### config.mk
export PLATFORM = sky130hd
export DESIGN_NAME = core_seq
export DESIGN_NICKNAME = d
export VERILOG_FILES = /design/src/rtl/core_pkg.sv /design/src/rtl/core_seq.sv
export SDC_FILE = /design/constraint.sdc
export NUM_CORES = 1
export LEC_CHECK = 0
export ABC_AREA = 1
export BUFFER_PORTS_ARGS = -buffer_cell sky130_fd_sc_hd__buf_2
export CORE_MARGIN = 2
export CORE_UTILIZATION = 58
export CTS_BUF_LIST = sky130_fd_sc_hd__clkbuf_2 sky130_fd_sc_hd__clkbuf_4 sky130_fd_sc_hd__clkbuf_8
export DETAILED_ROUTE_END_ITERATION = 6
export PLACE_DENSITY_LB_ADDON = 0.25
export SLEW_MARGIN = 20
export SYNTH_ARGS = -nofsm -noshare
export SYNTH_HDL_FRONTEND = slang
export SYNTH_SLANG_ARGS = --single-unit
### constraint.sdc
create_clock -name clk -period 2.55 [get_ports clk]
set_clock_uncertainty 0.2 [all_clocks]
set_input_delay 0.1275 -clock clk [delete_from_list [all_inputs] [get_ports clk]]
set_output_delay 0.1275 -clock clk [all_outputs]
set_load 0.05 [all_outputs]
### src/rtl/core_pkg.sv
// Shared constants for the core instruction sequencer: tile geometry, inst bit map and FSM states.
package core_pkg;

   localparam int ROW     = 8;
   localparam int COL     = 8;
   localparam int ADDR_BW = 11;
   localparam int CNT_W   = ADDR_BW + 1;
   localparam int INST_W  = 37;

   localparam int B_XMEM_BYP = 35;
   localparam int B_ACC      = 33;
   localparam int B_CEN_PMEM = 32;
   localparam int B_WEN_PMEM = 31;
   localparam int A_PMEM_LSB = 20;
   localparam int B_CEN_XMEM = 19;
   localparam int B_WEN_XMEM = 18;
   localparam int A_XMEM_LSB = 7;
   localparam int B_OFIFO_RD = 6;
   localparam int B_IFIFO_WR = 5;
   localparam int B_IFIFO_RD = 4;
   localparam int B_L0_RD    = 3;
   localparam int B_L0_WR    = 2;
   localparam int B_EXEC     = 1;
   localparam int B_LOAD     = 0;

   // Both SRAMs disabled and in read mode, every strobe low.
   localparam logic [INST_W-1:0] INST_IDLE = 37'h1_800C_0000;

   typedef enum logic [2:0] {
      S_IDLE  = 3'd0,
      S_WXFER = 3'd1,
      S_WLOAD = 3'd2,
      S_GAP   = 3'd3,
      S_AXFER = 3'd4,
      S_EXEC  = 3'd5,
      S_DRAIN = 3'd6
   } seq_state_e;

endpackage

### src/rtl/core_seq.sv
// One-tile-pass instruction sequencer for core: weights in, weights to PEs, activations in,
// execute, then drain OFIFO to pmem. A single phase counter drives every state.
module core_seq
   import core_pkg::*;
(
   input  logic                clk,
   input  logic                reset,
   input  logic                start,
   input  logic [ADDR_BW-1:0]  num_act,
   input  logic [ADDR_BW-1:0]  w_base,
   input  logic [ADDR_BW-1:0]  a_base,
   input  logic [ADDR_BW-1:0]  p_base,
   input  logic                ofifo_valid,
   output logic [INST_W-1:0]   inst,
   output logic                busy,
   output logic                done
);

   seq_state_e         r_state, w_state_nxt;
   logic [CNT_W-1:0]   r_cnt, w_cnt_nxt;
   logic [ADDR_BW-1:0] r_num, r_xbase, r_abase, r_pbase;
   logic               r_rd_dly, r_zero_done;

   logic               w_capture, w_ld_a, w_zero_start;
   logic               w_xrd, w_pwr, w_l0_rd, w_load, w_exec, w_last_wr;
   logic [CNT_W-1:0]   w_num_ext;
   logic [ADDR_BW-1:0] w_xaddr, w_paddr;

   assign w_num_ext = {1'b0, r_num};
   assign w_xaddr   = r_xbase + r_cnt[ADDR_BW-1:0];
   assign w_paddr   = r_pbase + r_cnt[ADDR_BW-1:0];

   always_ff @(posedge clk) begin
      if (reset) begin
         r_state     <= S_IDLE;
         r_cnt       <= '0;
         r_num       <= '0;
         r_xbase     <= '0;
         r_abase     <= '0;
         r_pbase     <= '0;
         r_rd_dly    <= 1'b0;
         r_zero_done <= 1'b0;
      end else begin
         r_state     <= w_state_nxt;
         r_cnt       <= w_cnt_nxt;
         r_rd_dly    <= w_xrd;
         r_zero_done <= w_zero_start;
         if (w_capture) begin
            r_num   <= num_act;
            r_xbase <= w_base;
            r_abase <= a_base;
            r_pbase <= p_base;
         end else if (w_ld_a) begin
            r_xbase <= r_abase;
         end
      end
   end

   always_comb begin
      w_state_nxt  = r_state;
      w_cnt_nxt    = r_cnt;
      w_capture    = 1'b0;
      w_ld_a       = 1'b0;
      w_zero_start = 1'b0;
      w_xrd        = 1'b0;
      w_pwr        = 1'b0;
      w_l0_rd      = 1'b0;
      w_load       = 1'b0;
      w_exec       = 1'b0;
      w_last_wr    = 1'b0;
      case (r_state)
         S_IDLE: begin
            if (start) begin
               if (num_act != '0) begin
                  w_capture   = 1'b1;
                  w_cnt_nxt   = '0;
                  w_state_nxt = S_WXFER;
               end else begin
                  w_zero_start = 1'b1;
               end
            end
         end
         S_WXFER: begin
            // Last cycle issues no read; it only lets the final l0_wr land.
            w_xrd = (r_cnt < CNT_W'(COL));
            if (r_cnt == CNT_W'(COL)) begin
               w_cnt_nxt   = '0;
               w_state_nxt = S_WLOAD;
            end else begin
               w_cnt_nxt = r_cnt + 1'b1;
            end
         end
         S_WLOAD: begin
            w_l0_rd = 1'b1;
            w_load  = 1'b1;
            if (r_cnt == CNT_W'(COL + ROW - 1)) begin
               w_cnt_nxt   = '0;
               w_state_nxt = S_GAP;
            end else begin
               w_cnt_nxt = r_cnt + 1'b1;
            end
         end
         S_GAP: begin
            w_ld_a      = 1'b1;
            w_cnt_nxt   = '0;
            w_state_nxt = S_AXFER;
         end
         S_AXFER: begin
            w_xrd = (r_cnt < w_num_ext);
            if (r_cnt == w_num_ext) begin
               w_cnt_nxt   = '0;
               w_state_nxt = S_EXEC;
            end else begin
               w_cnt_nxt = r_cnt + 1'b1;
            end
         end
         S_EXEC: begin
            w_l0_rd = 1'b1;
            w_exec  = 1'b1;
            if (r_cnt == w_num_ext - 1'b1) begin
               w_cnt_nxt   = '0;
               w_state_nxt = S_DRAIN;
            end else begin
               w_cnt_nxt = r_cnt + 1'b1;
            end
         end
         S_DRAIN: begin
            // The write index only advances on cycles the OFIFO actually has data.
            if (ofifo_valid) begin
               w_pwr = 1'b1;
               if (r_cnt == w_num_ext - 1'b1) begin
                  w_last_wr   = 1'b1;
                  w_cnt_nxt   = '0;
                  w_state_nxt = S_IDLE;
               end else begin
                  w_cnt_nxt = r_cnt + 1'b1;
               end
            end
         end
         default: begin
            w_cnt_nxt   = '0;
            w_state_nxt = S_IDLE;
         end
      endcase
   end

   always_comb begin
      inst = INST_IDLE;
      if (w_xrd) begin
         inst[B_CEN_XMEM]                   = 1'b0;
         inst[A_XMEM_LSB +: ADDR_BW]        = w_xaddr;
      end
      if (w_pwr) begin
         inst[B_CEN_PMEM]                   = 1'b0;
         inst[B_WEN_PMEM]                   = 1'b0;
         inst[A_PMEM_LSB +: ADDR_BW]        = w_paddr;
      end
      inst[B_OFIFO_RD] = w_pwr;
      inst[B_L0_RD]    = w_l0_rd;
      inst[B_L0_WR]    = r_rd_dly;
      inst[B_EXEC]     = w_exec;
      inst[B_LOAD]     = w_load;
   end

   assign busy = (r_state != S_IDLE);
   assign done = r_zero_done | w_last_wr;

endmodule

==> impl_table.tex, run 1 <==
\begin{tabular}{lr}
\hline
Metric & Value \\
\hline
\multicolumn{2}{l}{\textbf{Setup path}} \\
\quad Worst-path cell with the longest stage delay & sky130\_fd\_sc\_hd\_\_dfxtp\_4 \\
\quad Arr. time, crit path & approximately 2.4 ns \\
\quad Worst Setup Start Kind & flop \\
\quad Crit-path max cell delay & 0.43 ns \\
\quad Sequence of cells on the critical path & ha\_4 > inv\_2 > nor2\_1 > nor2\_1 > o21ai\_1 > nand3\_1 > nand4\_1 > buf\_6 > o31ai\_4 > o21ai\_1 > a21oi\_2 > buf\_6 \\
\quad Number of buffers and inverters on the critical path & 3 \\
\quad WP data required & 2.22 ns \\
\quad Cell family with most CP delay & compound AO/OA/AOI/OAI gates \\
\quad Crit end category & primary output \\
\quad Worst Path Max Fanout & 7 \\
\quad Critical path type & flop to primary output \\
\multicolumn{2}{l}{\textbf{Global route}} \\
\quad Global-route congestion overflow total & 0 \\
\quad Wire length of the first global-routing pass & 23,850 um \\
\quad Gr usage total & 35.19\% \\
\quad Pin count of the biggest net entering global routing & 33 \\
\quad Vias in the first global route & 5,184 \\
\quad Initial antenna violation count & 0 \\
\multicolumn{2}{l}{\textbf{Power and ir drop}} \\
\quad Overall power of the completed layout & roughly 0.0053 W \\
\quad Switching power share of the total & 47.67\% \\
\quad Power density of the placed cells & 817.7 nW/um\^{}2 \\
\quad Comb pwr share & 53.1\% \\
\quad Static power due to leakage & 2.844 nW \\
\quad P\_sw & between 0.002 and 0.003 W \\
\quad Total internal power & 0.002784 W \\
\quad Sequential fraction of design power & 26.0\% \\
\quad Worst VDD drop & 0.0005509 V \\
\quad Clock Power Share & 20.9\% \\
\multicolumn{2}{l}{\textbf{Floorplanning}} \\
\quad Total I/O pin count & 87 \\
\quad Horizontal die dimension & 92.14 um \\
\quad Die outline height & just over 90 um \\
\quad Area of the die & 8489 um\^{}2 \\
\quad Initial Utilization & between 50\% and 60\% \\
\quad Core box area & 7607 um\^{}2 \\
\quad Row count & 32 \\
\multicolumn{2}{l}{\textbf{Layout}} \\
\quad Growth of design area from synthesis to finish & 44.40\% \\
\quad Antenna diode instance count & 0 \\
\quad Filler cells & 388 \\
\quad Commonest non-fill, non-tap cell in the layout & sky130\_fd\_sc\_hd\_\_nand2\_1 \\
\quad Final Net Count & 913 \\
\quad Layout cell share with drive strength beyond 1 & 32.73\% \\
\quad Final std cells w/o fill & 936 \\
\quad Most frequent cells in the layout & sky130\_fd\_sc\_hd\_\_nand2\_1 (141), sky130\_fd\_sc\_hd\_\_nor2\_1 (69), sky130\_fd\_sc\_hd\_\_buf\_2 (61), sky130\_fd\_sc\_hd\_\_inv\_1 (59), sky130\_fd\_sc\_hd\_\_a21oi\_1 (52) \\
\multicolumn{2}{l}{\textbf{Drt}} \\
\quad Average detailed-routed wire length per instance & 18.36 um \\
\quad Number of DRC markers after the initial detailed-route iteration & 616 \\
\quad Wire length reported by the detailed router & 17,180 um \\
\quad Post-detailed-route via-to-cell ratio & 6.014 \\
\quad Total via count in the routed design & approximately 5,600 \\
\quad Number of design rule violations left after detail routing & 0 \\
\quad Number of detailed-route iterations in the first pass & 6 \\
\quad Antenna Violating Nets Remaining & 0 \\
\multicolumn{2}{l}{\textbf{Logic synthesis}} \\
\quad Post-synthesis mux area share & 0\% \\
\quad XOR/XNOR share of the synthesized area & under 10\% \\
\quad Cells after synthesis & $\sim$680 \\
\quad Yosys cell types & 46 \\
\quad Count of synthesis-stage warnings from yosys & 0 \\
\quad Largest family of logic cells by synthesized area & simple AND/OR/NAND/NOR gates \\
\quad Post-synthesis share of cell area spent on full adders, half adders and majority gates & 10.33\% \\
\quad Mapped cell area & 4506 um\^{}2 \\
\quad FF+latch count, synth & between 60 and 70 \\
\quad Share of the yosys chip area belonging to registers & 27.10\% \\
\quad Area share of and/or/nand/nor cells after synthesis & 28.74\% \\
\quad Syn\_area\_per\_cell & 6.655 um\^{}2 \\
\quad Fraction of the mapped netlist area in compound gates & 18.97\% \\
\multicolumn{2}{l}{\textbf{Outcome}} \\
\quad Outcome & finished, violations left \\
\quad Failing checks & negative setup slack \\
\multicolumn{2}{l}{\textbf{Clocking}} \\
\quad Buffer levels on the longest clock path & 2 \\
\quad Num CTS Buffers & 9 \\
\quad CTS root buf & sky130\_fd\_sc\_hd\_\_clkbuf\_8 \\
\quad Count of clock tree sinks & 61 \\
\quad Clock H-tree levels & 3 \\
\quad Clock tree from TritonCTS & done \\
\quad Clock network latency to the later pin of the worst-skew pair & 0.35 ns \\
\quad Clock-pin slew on the worst setup and hold paths & 0.08 ns \\
\multicolumn{2}{l}{\textbf{Timing}} \\
\quad Final setup margin & -0.1829 ns \\
\quad Tightest Pin Transition & 0.9230 ns \\
\quad Post-route minimum period & approximately 2.7 ns \\
\quad Max Slew Vio Count & 0 \\
\quad Rel. slew slack & 38.40\% \\
\quad Count of endpoints failing setup in the final report & 13 \\
\quad Final hold vios & 0 \\
\quad Max Clk Rate & between 300 and 400 MHz \\
\quad Tcrit/Tclk final & 107.2\% \\
\quad Final-layout setup total negative slack & -1.635 ns \\
\quad RSZ-0062 raised after global routing & yes \\
\multicolumn{2}{l}{\textbf{Place}} \\
\quad Half-perimeter wire length of the detailed placement result & 9356 um \\
\quad Final estimated routing congestion in global placement & 0.9041 \\
\quad Place WS & -0.005953 ns \\
\quad Number of placed cells counting well taps & about 860 \\
\quad Buffers added on ports & 79 \\
\multicolumn{2}{l}{\textbf{Hold path}} \\
\quad Hold WC Path Type & input pin to flop \\
\multicolumn{2}{l}{\textbf{Job}} \\
\quad Number of max-cap violations & 0 \\
\hline
\end{tabular}
flip-flops by register name, summed over array words and instances, names as in the netlist:
name,count
r_rd_dly,1
r_cnt,12
r_pbase,11
r_xbase,11
r_num,11
r_state,3
r_abase,11
r_zero_done,1
power groups by stage:
| stage | Clock, W | Combinational (W) | Sequential, W |
|---|---|---|---|
| 2_1_floorplan | 0 | 0.00184 | 0.00130 |
| 3_3_place_gp | 0 | 0.00216 | 0.00134 |
| 3_5_place_dp | 0 | 0.00222 | 0.00135 |
| 4_1_cts | 0.00109 | 0.00239 | 0.00136 |
| 5_1_grt | 0.00114 | 0.00304 | 0.00140 |
| 6_report | 0.00111 | 0.00283 | 0.00138 |
stage by stage:
stage	hold WS, ns	util, %	cell area [um^2]
after floorplan	0.07131	-	4561
after global placement	0.1778	66.84	5085
after detailed placement	0.1840	66.84	5085
after CTS	0.06902	79.51	6048
after global routing	0.1056	85.53	6506
final	0.08526	85.53	6506
final cells by class:
type	count	area [um^2]	area share (%)
tap	102	127.6	1.962
sequential	61	1271	19.54
clock buffer	9	123.9	1.904
multi-input combinational	512	3287	50.52
inverter	76	290.3	4.462
timing repair buffer	169	1284	19.73
clock inverter	7	122.6	1.885
metal layers:
metal / global-route usage [%] / part of all wire, % / up-vias
met3: 5.505 / 8.8 / 145
li1: - / - / 2535
met2: 62.99 / 48 / 423
met5: 0 / 0 / -
met4: 18.03 / 7.4 / 0
met1: 40.33 / 36 / 2526
cell usage after synthesis, drive strengths merged:
cell,count,share of area (%)
fa,2,0.89
a21boi,1,0.25
nand2,148,13
nor2,86,8.1
clkinv,1,0.11
o21bai,1,0.17
xnor2,8,1.6
nand3b,1,0.17
o21ai,50,5.6
nor3,13,1.9
buf,24,3.7
clkbuf,10,0.89
a31o,1,0.19
xor2,11,2.1
a221oi,1,0.33
inv,75,6.2
o31ai,1,0.28
nand4,7,0.97
a211oi,2,0.33
dfxtp,61,27
ha,34,9.4
nor4,1,0.14
o2111ai,4,0.78
o211ai,1,0.17
a21oi,71,8.0
o221ai,2,0.39
nand3,39,4.6
a21o,2,0.33
or2,2,0.28
a31oi,10,1.4
o22ai,5,0.83
conb,2,0.17
worst min-delay path, cell delays in order:
cell and delay (ns):
sky130_fd_sc_hd__buf_2 0.10, sky130_fd_sc_hd__buf_4 0.23, sky130_fd_sc_hd__nor2_1 0.12
worst paths after layout:
check	endpoint	start	cells past startpoint	slack, ns
max	inst[12]	r_cnt[1]$_SDFFE_PP0P_	12	-0.18
min	r_rd_dly$_SDFF_PP0_	reset	3	0.09
max reg2reg	r_cnt[5]$_SDFFE_PP0P_	r_cnt[0]$_SDFFE_PP0P_	15	0.08
min reg2reg	r_abase[3]$_SDFFE_PP0P_	r_abase[3]$_SDFFE_PP0P_	2	0.28
cell families after synthesis:
group | Yosys count
fa+ha+maj | 36
xor+xnor | 19
compound gates | 152
flops | 61
buf+inv | 110
other cells | 2
simple gates | 297
what timing repair did:
item / 4_1_cts / 5_1_grt
buffers inserted: 6 / 10
hold buffers: 46 / 0
endpoints found under the hold margin: 45 / 0
endpoints found under the setup margin: 19 / 20
gates resized for setup: 72 / 82
cloned: 1 / 0
pin swaps: 5 / 11
Note: power is estimated with default switching activity, not from simulation.
==> run 2: changes to the inputs <==
--- a/config.mk
+++ b/config.mk
@@ -8,7 +8,7 @@
 export ABC_AREA = 1
 export BUFFER_PORTS_ARGS = -buffer_cell sky130_fd_sc_hd__buf_2
 export CORE_MARGIN = 2
-export CORE_UTILIZATION = 58
+export CORE_UTILIZATION = 62
 export CTS_BUF_LIST = sky130_fd_sc_hd__clkbuf_2 sky130_fd_sc_hd__clkbuf_4 sky130_fd_sc_hd__clkbuf_8
 export DETAILED_ROUTE_END_ITERATION = 6
 export PLACE_DENSITY_LB_ADDON = 0.25
==> constraint.sdc (replaced) <==
create_clock -name clk -period 3.5 [get_ports clk]
set_clock_uncertainty 0.2 [all_clocks]
set_input_delay 0.175 -clock clk [delete_from_list [all_inputs] [get_ports clk]]
set_output_delay 0.175 -clock clk [all_outputs]
set_load 0.05 [all_outputs]
==> run 2 against run 1 <==
Net effect:
- the run now ends clean
- clock power decreased by 22%
- final cell count decreased by 5.1%
- design area down 15%
- die area shrank 6.2%
- worst setup slack better by 0.61 ns
- worst hold slack worse by 0.055 ns
- via count decreased by 8.7%
- first-iteration DRC count decreased by 37%
- global-route usage is 1.6 points higher
- sequential share of layout area increased by 2.4 points
- core utilization fell by 7.7 points
==> impl_table.tex, run 2 (synthesized netlist as in run 1, its figures left out) <==
\begin{tabular}{lr}
\hline
Metric & Value \\
\hline
\multicolumn{2}{l}{\textbf{Outcome}} \\
\quad Outcome & finished, final reports clean \\
\multicolumn{2}{l}{\textbf{Job}} \\
\quad Number of max-cap violations & 0 \\
\multicolumn{2}{l}{\textbf{Setup path}} \\
\quad Cell family with most CP delay & compound AO/OA/AOI/OAI gates \\
\quad WP data required & 3.12 ns \\
\quad Worst Setup Start Kind & flop \\
\quad Number of buffers and inverters on the critical path & 1 \\
\quad Reg-to-reg slack, setup & 0.87 ns \\
\quad FF-to-FF path depth & 9 \\
\quad Crit end category & primary output \\
\quad Worst-path cell with the longest stage delay & sky130\_fd\_sc\_hd\_\_dfxtp\_1 \\
\quad Sequence of cells on the critical path & ha\_1 > nand2\_1 > nor2\_1 > a211oi\_1 > nor2\_1 > o22ai\_1 > o21ai\_0 > a21oi\_1 > buf\_2 \\
\quad Arr. time, crit path & 2.70 ns \\
\quad Worst Path Max Fanout & 10 \\
\quad Cell type with the highest occurrence count on the critical path & sky130\_fd\_sc\_hd\_\_nor2\_1 \\
\quad Origin of the critical flop-to-flop path & r\_state[0]\$\_SDFFE\_PP0P\_ \\
\quad Critical path type & flop to primary output \\
\quad Endpoint of the most critical register-to-register path & r\_xbase[4]\$\_SDFFE\_PP0P\_ \\
\quad Crit-path max cell delay & 0.64 ns \\
\multicolumn{2}{l}{\textbf{Drt}} \\
\quad Total via count in the routed design & 5,141 \\
\quad Post-detailed-route via-to-cell ratio & 5.789 \\
\quad Antenna Violating Nets Remaining & 0 \\
\quad Average detailed-routed wire length per instance & 15.74 um \\
\quad Number of DRC markers after the initial detailed-route iteration & 386 \\
\quad Number of design rule violations left after detail routing & 0 \\
\quad Number of detailed-route iterations in the first pass & 5 \\
\quad Wire length reported by the detailed router & 13,980 um \\
\multicolumn{2}{l}{\textbf{Clocking}} \\
\quad Clock tree from TritonCTS & done \\
\quad Clock network latency to the later pin of the worst-skew pair & around 0.34 ns \\
\quad Count of clock tree sinks & slightly above 60 \\
\quad CTS root buf & sky130\_fd\_sc\_hd\_\_clkbuf\_8 \\
\quad Clock H-tree levels & 3 \\
\quad Num CTS Buffers & 9 \\
\quad Clock-pin slew on the worst setup and hold paths & 0.08 ns \\
\quad Setup fix buffers added after clock tree synthesis & 0 \\
\quad Buffer levels on the longest clock path & 2 \\
\multicolumn{2}{l}{\textbf{Global route}} \\
\quad Global-route congestion overflow total & 0 \\
\quad Gr usage total & 36.75\% \\
\quad Initial antenna violation count & 0 \\
\quad Pin count of the biggest net entering global routing & 34 \\
\quad Wire length of the first global-routing pass & 22,490 um \\
\quad Vias in the first global route & 4,964 \\
\multicolumn{2}{l}{\textbf{Timing}} \\
\quad Rel. slew slack & just under 40\% \\
\quad Count of endpoints failing setup in the final report & 0 \\
\quad Final-layout setup total negative slack & 0 ns \\
\quad Final hold vios & 0 \\
\quad Tightest Pin Transition & just over 0.9 ns \\
\quad Post-route minimum period & 3.075 ns \\
\quad Max Slew Vio Count & 0 \\
\quad RSZ-0062 raised after global routing & no \\
\quad Max Clk Rate & approximately 330 MHz \\
\quad Tcrit/Tclk final & 87.85\% \\
\quad Min Hold Slack & 0.03026 ns \\
\quad Final setup margin & about 0.43 ns \\
\multicolumn{2}{l}{\textbf{Power and ir drop}} \\
\quad Static power due to leakage & 2.606 nW \\
\quad Power density of the placed cells & 629.8 nW/um\^{}2 \\
\quad Worst VDD drop & roughly 0.00037 V \\
\multicolumn{2}{l}{\textbf{Floorplanning}} \\
\quad Die outline height & 89.25 um \\
\quad Row count & 31 \\
\quad Core box area & 7137 um\^{}2 \\
\quad Initial Utilization & 63.13\% \\
\quad Horizontal die dimension & around 89 um \\
\quad Area of the die & between 7000 and 8000 um\^{}2 \\
\quad Total I/O pin count & 87 \\
\multicolumn{2}{l}{\textbf{Place}} \\
\quad Half-perimeter wire length of the detailed placement result & about 9000 um \\
\quad Buffers added on ports & 79 \\
\quad Number of placed cells counting well taps & just over 800 \\
\quad Final estimated routing congestion in global placement & 0.9405 \\
\quad Place WS & 0.8862 ns \\
\multicolumn{2}{l}{\textbf{Layout}} \\
\quad Max reg flops & 12 \\
\quad Layout cell share with drive strength beyond 1 & 16.86\% \\
\quad Commonest non-fill, non-tap cell in the layout & sky130\_fd\_sc\_hd\_\_nand2\_1 \\
\quad Antenna diode instance count & 0 \\
\quad Growth of design area from synthesis to finish & 23.35\% \\
\quad Post-route core utilization & 77.88\% \\
\quad Final std cells w/o fill & 888 \\
\quad Final Net Count & about 870 \\
\quad Reg with most FFs & r\_cnt \\
\quad Filler cells & 511 \\
\quad Most frequent cells in the layout & sky130\_fd\_sc\_hd\_\_nand2\_1 (143), sky130\_fd\_sc\_hd\_\_buf\_2 (79), sky130\_fd\_sc\_hd\_\_nor2\_1 (77), sky130\_fd\_sc\_hd\_\_a21oi\_1 (70), sky130\_fd\_sc\_hd\_\_inv\_1 (68) \\
\multicolumn{2}{l}{\textbf{Hold path}} \\
\quad Hold WC Path Type & input pin to flop \\
\quad Hold path depth & 3 \\
\quad Worst hold path endpoint & r\_num[10]\$\_SDFFE\_PP0P\_ \\
\quad Hold path startpoint & num\_act[10] \\
\hline
\end{tabular}
run 2: cell count changes in the layout (fill, tap and decap cells not counted), moves of 16 or more:
cell and delta:
sky130_fd_sc_hd__dfxtp_1 +20, sky130_fd_sc_hd__ha_4 -18, sky130_fd_sc_hd__a21oi_2 -16, sky130_fd_sc_hd__ha_1 +21, sky130_fd_sc_hd__buf_2 +18, sky130_fd_sc_hd__buf_4 -45, sky130_fd_sc_hd__a21oi_1 +18
run 2: repair_timing:
item	4_1_cts	5_1_grt
hold buffers	42	1
endpoints found under the hold margin	42	1
resized for setup	0	0
endpoints found under the setup margin	0	0
run 2: power by group:
| group | internal, W | switching [W] |
|---|---|---|
| Sequential | 0.000846 | 0.000143 |
| Combinational | 0.000505 | 0.00114 |
| Clock | 0.000550 | 0.000315 |
run 2: worst max-delay path by stage:
stage	slack [ns]	start	end	depth (start not counted)
after global routing	0.19	r_cnt[4]$_SDFFE_PP0P_	inst[27]	9
after detailed placement	0.89	r_cnt[4]$_SDFFE_PP0P_	inst[14]	9
final	0.43	r_cnt[4]$_SDFFE_PP0P_	inst[14]	9
after floorplan	0.71	r_cnt[1]$_SDFFE_PP0P_	inst[17]	10
after CTS	0.51	r_cnt[4]$_SDFFE_PP0P_	inst[14]	9
after global placement	0.92	r_cnt[4]$_SDFFE_PP0P_	inst[14]	9
run 2: final cells by class:
cell class                      instances  area, um^2  share of cell area [%]
Multi-Input combinational cell        511        2808                   50.52
Inverter                               76       286.5                   5.155
Timing Repair Buffer                  125       848.3                   15.26
Sequential cell                        61        1221                   21.97
Tap cell                               99       123.9                   2.229
Clock inverter                          7       146.4                   2.634
Clock buffer                            9       123.9                   2.229
run 2: worst register-to-register path: cells and delay by family (launching register included):
kind	cells	cell delay, ns
buf+inv	3	0.80
flops	1	0.42
simple gates	5	1.05
compound gates	1	0.12
run 2: through the flow:
stage	area, um^2	power (W)
2_1_floorplan	4524	0.002271
5_1_grt	5558	0.003742
3_3_place_gp	4857	0.002492
6_report	5558	0.003500
3_5_place_dp	4857	0.002550
4_1_cts	5548	0.003444
run 2: routing by layer:
layer  up-vias  share of wire [%]  wire (um)  global-route usage [%]
met5         -                  0          0                       0
met2       270                 49       6806                   62.76
met4         0                5.1        715                   22.25
li1       2444                  -          -                       -
met3        77                7.7       1082                   8.403
met1      2350                 38       5374                   41.53
